==> config.mk <==
export PLATFORM = sky130hd
export DESIGN_NAME = hdb3_decoder_flat
export DESIGN_NICKNAME = d
export VERILOG_FILES = /design/src/rtl/hdb3_decoder_if.sv /design/src/rtl/hdb3_decoder.sv /design/src/flat_wrapper.sv
export SDC_FILE = /design/constraint.sdc
export NUM_CORES = 1
export LEC_CHECK = 0
export BUFFER_PORTS_ARGS = -buffer_cell sky130_fd_sc_hd__buf_2
export CAP_MARGIN = 20
export CORE_AREA = 5 5 42 44
export DETAILED_ROUTE_END_ITERATION = 6
export DIE_AREA = 0 0 47 49
export PLACE_DENSITY = 0.72
export SETUP_SLACK_MARGIN = 0.05
export SYNTH_ARGS = -nofsm -noshare
export SYNTH_HDL_FRONTEND = slang
export SYNTH_SLANG_ARGS = --single-unit
==> constraint.sdc <==
create_clock -name i_clk -period 1.4 [get_ports i_clk]
set_input_delay 0.21 -clock i_clk [delete_from_list [all_inputs] [get_ports i_clk]]
set_output_delay 0.21 -clock i_clk [all_outputs]
set_load 0.03 [all_outputs]
==> src/rtl/hdb3_decoder_if.sv <==
// Line-side symbol strobe and decoded-bit bundle for hdb3_decoder.
// i_bit_en is a one-cycle strobe per symbol with no backpressure; o_valid/o_code_err pulse once per event.
interface hdb3_decoder_if #(
    parameter int ERR_CNT_W = 8
);
    logic                 i_bit_en;
    logic                 i_pos;
    logic                 i_neg;
    logic                 o_data;
    logic                 o_valid;
    logic                 o_code_err;
    logic [ERR_CNT_W-1:0] o_err_cnt;
    logic [2:0]           dbg_fill;
    logic                 dbg_last_pol;

    modport master (
        output i_bit_en, i_pos, i_neg,
        input  o_data, o_valid, o_code_err, o_err_cnt, dbg_fill, dbg_last_pol
    );

    modport slave (
        input  i_bit_en, i_pos, i_neg,
        output o_data, o_valid, o_code_err, o_err_cnt, dbg_fill, dbg_last_pol
    );
endinterface

==> src/rtl/hdb3_decoder.sv <==
// HDB3 line decoder: 4-symbol delay line removes B00V/000V substitutions.
// Define HDB3_ERR_CHECK_EN to compile in code-error detection and the saturating error counter.
module hdb3_decoder #(
    parameter int ERR_CNT_W = 8
) (
    input  logic          i_clk,
    input  logic          i_rst,
    hdb3_decoder_if.slave bus
);
    localparam logic POL_NEG = 1'b0;

    logic [3:0] sr;
    logic [2:0] fill;
    logic       last_pol;
    logic       data_q;
    logic       valid_q;

    logic       is_mark;
    logic       is_v;
    logic       in_bit;
    logic [3:0] sr_next;

    // Mark polarity is i_pos itself (1 = +); a V repeats the previous mark's polarity.
    always_comb begin
        is_mark = bus.i_pos ^ bus.i_neg;
        is_v    = is_mark && (bus.i_pos == last_pol);
        in_bit  = is_mark && !is_v;
        sr_next = is_v ? 4'b0000 : {sr[2:0], in_bit};
    end

    always_ff @(posedge i_clk) begin
        if (i_rst) begin
            sr       <= 4'b0000;
            fill     <= 3'd0;
            last_pol <= POL_NEG;
            data_q   <= 1'b0;
            valid_q  <= 1'b0;
        end else begin
            valid_q <= 1'b0;
            if (bus.i_bit_en) begin
                sr <= sr_next;
                if (is_mark) begin
                    last_pol <= bus.i_pos;
                end
                if (fill == 3'd4) begin
                    valid_q <= 1'b1;
                    data_q  <= sr[3];
                end else begin
                    fill <= fill + 3'd1;
                end
            end
        end
    end

    assign bus.o_data       = data_q;
    assign bus.o_valid      = valid_q;
    assign bus.dbg_fill     = fill;
    assign bus.dbg_last_pol = last_pol;

`ifdef HDB3_ERR_CHECK_EN
    localparam logic [ERR_CNT_W-1:0] CNT_ONE = {{(ERR_CNT_W-1){1'b0}}, 1'b1};
    localparam logic [ERR_CNT_W-1:0] CNT_MAX = {ERR_CNT_W{1'b1}};

    logic                 err_now;
    logic                 err_q;
    logic [ERR_CNT_W-1:0] err_cnt;

    // A legal V is only ever preceded by two zeros (B00V or 000V).
    assign err_now = (bus.i_pos & bus.i_neg) || (is_v && (sr[1:0] != 2'b00));

    always_ff @(posedge i_clk) begin
        if (i_rst) begin
            err_q   <= 1'b0;
            err_cnt <= '0;
        end else begin
            err_q <= bus.i_bit_en && err_now;
            if (bus.i_bit_en && err_now && (err_cnt != CNT_MAX)) begin
                err_cnt <= err_cnt + CNT_ONE;
            end
        end
    end

    assign bus.o_code_err = err_q;
    assign bus.o_err_cnt  = err_cnt;
`else
    assign bus.o_code_err = 1'b0;
    assign bus.o_err_cnt  = {ERR_CNT_W{1'b0}};
`endif
endmodule
==> src/flat_wrapper.sv <==
// flat-port wrapper written by rule: the top's interface ports become plain ports
module hdb3_decoder_flat 
#(
    parameter int ERR_CNT_W = 8
)
  (i_clk, i_rst, bus_i_bit_en, bus_i_pos, bus_i_neg, bus_o_data, bus_o_valid, bus_o_code_err, bus_o_err_cnt, bus_dbg_fill, bus_dbg_last_pol);
  hdb3_decoder_if #(.ERR_CNT_W(ERR_CNT_W)) bus_i ();
  input  logic i_clk;
  input  logic i_rst;
  input wire logic [$bits(bus_i.i_bit_en)-1:0] bus_i_bit_en;
  input wire logic [$bits(bus_i.i_pos)-1:0] bus_i_pos;
  input wire logic [$bits(bus_i.i_neg)-1:0] bus_i_neg;
  output wire logic [$bits(bus_i.o_data)-1:0] bus_o_data;
  output wire logic [$bits(bus_i.o_valid)-1:0] bus_o_valid;
  output wire logic [$bits(bus_i.o_code_err)-1:0] bus_o_code_err;
  output wire logic [$bits(bus_i.o_err_cnt)-1:0] bus_o_err_cnt;
  output wire logic [$bits(bus_i.dbg_fill)-1:0] bus_dbg_fill;
  output wire logic [$bits(bus_i.dbg_last_pol)-1:0] bus_dbg_last_pol;
  assign bus_i.i_bit_en = bus_i_bit_en;
  assign bus_i.i_pos = bus_i_pos;
  assign bus_i.i_neg = bus_i_neg;
  assign bus_o_data = bus_i.o_data;
  assign bus_o_valid = bus_i.o_valid;
  assign bus_o_code_err = bus_i.o_code_err;
  assign bus_o_err_cnt = bus_i.o_err_cnt;
  assign bus_dbg_fill = bus_i.dbg_fill;
  assign bus_dbg_last_pol = bus_i.dbg_last_pol;
  hdb3_decoder #(.ERR_CNT_W(ERR_CNT_W)) u_core (.i_clk(i_clk), .i_rst(i_rst), .bus(bus_i));
endmodule
==> impl_results.md <==
* Outcome: finished clean
* Maxcap violations at 0
* FFs w/ async S/R, synth at 0%
* Vias per cell at 4.55
* Fillers at 145
* Initial antenna violation count at 0
* Worst EP required at 1.61 ns
* Clock skew at 0.00372 ns
* Hold_ws at 0.239 ns
* Critical path class: reg -> reg
* TritonCTS Buffers at 3
* Leakage power at 0.290 nW
* Post-CTS Hold Buffers at 0
* WL/cell at 10.3 um
* Final wirelength at 864 um
* Post-Place Setup Slack at 0.135 ns
* CTS tree: yes
* GPL Wtd Cong at 0.692
* CTS sink cnt at 10
* Port-buffer cells at 10
* Fmax at 0.827 GHz
* Syn Inst Count at 57
* Period utilisation layout at 86.4%
* Post-Route Setup TNS at 0 ns
* Post-synth top cells: dfxtp_1, buf_4, nor2_1
* I/O Pins at 20
* Arrival time at the worst endpoint at 1.42 ns
* Initial Utilization at 36.5%
* Power Dens Cells at 1170 nW/um2
* Root buffer cell: clkbuf_4
* Slowest stage delay, CP at 0.37 ns
* Initial drt markers at 2
* Sequential fraction of the synthesis area at 39.1%
* Warnings, synthesis at 0
* ANT nets after route at 0
* RSZ-0062 raised after global routing: no
* Flops & latches, synth at 10
* DPL Wire Length at 639 um
* Top-count cell post-synth: dfxtp_1
* H-tree Lvls at 1
* Yosys cell types at 23
* Cell area after placement at 538 um2
* First-pass GRT wire length at 1.34 mm
* Vias in the first global route at 324
* Clock transition at the registers of the reported paths at 0.07 ns
* DRC violations left at 0
* Synth area leader: dfxtp_1
* Slowest stage cell, crit path: a2111oi_4
* TritonRoute pass-1 iters at 4
* Number of synthesized flops with an enable pin at 0
* Core area at 1400 um2
* Yosys top cell area share at 39.1%
* Post-CTS Setup Bufs at 0
* Worst setup SP type: flip-flop
* Die X at 47 um
* Max VDD drop at 540 uV
* CP endpoint kind: flip-flop
* Cell Chain, Critical Path: and3b_1, a2111oi_4, a22o_1
* Worst setup margin at 0.190 ns
* Synth top area cells: dfxtp_1, buf_4, nor2_1
* Register area at 203 um2
* Final setup viols at 0
* Rows at 14
* Most used DFF post-synth: dfxtp_1
* Largest net degree at the start of global routing at 11
* P&R area growth vs syn at 15.4%
* Insertion delay to the later sink of the worst-skew pair at 0.26 ns
* Crit path max fanout at 7
* HP Class: in -> reg
* Syn Std Cell Area at 512 um2
* DR vias at 382
* Clock Tree Buf Depth at 2
* Final nets at 76
* Overflow after GRT at 0
* GRT Overall Usage at 8.41%
* Post-route minimum period at 1.21 ns
* N_diodes at 0
* Die area at 2300 um2
* Hold Violations, Final at 0
* Share of cells above drive strength 1 at 29.4%
* Post-route cell area at 591 um2
* Area of the multi-input gates at 270 um2
* Synth Area per Inst at 8.98 um2
* R2r setup slk at 0.19 ns
* Slew Viols, Final at 0
* Die H at 49 um
## cell families after synthesis
group | synth area share (%)
compound gates | 14.9
xor+xnor | 1.71
fa+ha+maj | 4.89
buf+inv | 17.1
flops | 39.1
mux | 3.91
other cells | 0.733
simple gates | 17.6
## worst paths after layout
check                                             start                 endpoint  cells after the start
worst max-delay path            u_core.bus.dbg_last_pol             u_core.sr[1]                      3
worst min-delay path                          bus_i_pos  u_core.bus.dbg_last_pol                      3
worst max register to register  u_core.bus.dbg_last_pol             u_core.sr[1]                      3
worst min register to register             u_core.sr[1]             u_core.sr[2]                      1
## final cells by class
class                      count  area share, %
inverter                       3           1.91
multi-input combinational     41           45.8
timing repair buffer          10           8.47
tap                           16           3.39
clock buffer                   4           6.14
sequential                    10           34.3
## metal layers
metal	global-route usage (%)	routed length [um]
met5	0	0
met4	9.68	21
met3	2.21	71
met2	11.3	402
met1	9.33	369
## power breakdown
part | switching (mW) | internal [mW]
combinational | 0.0892 | 0.0366
sequential | 0.0114 | 0.298
clock | 0.101 | 0.158
## state kept, by name (all words and copies together) (netlist names)
signal and cells:
u_core.bus.o_data 1, u_core.bus.o_valid 1, u_core.sr 4, u_core.bus.dbg_fill 3, u_core.bus.dbg_last_pol 1
## stage by stage
stage | util (%) | total power [mW] | instances
final | 42.1 | 0.694 | 84
after global routing | 42.1 | 0.723 | 84
after CTS | 41.0 | 0.695 | 84
after detailed placement | 38.4 | 0.436 | 80
after global placement | 38.4 | 0.433 | 80
after floorplan | - | 0.431 | 65
## placed cells by master, fill, tap and decap left out, types with 2 or more instances in the layout
cell type  Yosys  layout
a21oi_1        3       3
mux2i_1        2       2
nand2_1        3       3
buf_2          1      10
a22o_1         3       3
clkbuf_4       0       3
inv_1          3       3
dfxtp_2        0       2
nor3_1         2       2
nor2_1         7       7
ha_1           2       2
conb_1         1       9
dfxtp_1       10       8
## worst max-delay path, delay by kind of cell (launching register included)
kind / cells / cell delay (ns)
AOI/OAI and AO/OA: 2 / 0.57
and+or+nand+nor: 1 / 0.23
DFF: 1 / 0.36
## repair_timing
action                                  CTS  global route
endpoints found under the setup margin    0             4
hold endpoints to repair                  0             0
gates resized for setup                   0             2
Note: power is estimated with default switching activity, not from simulation.
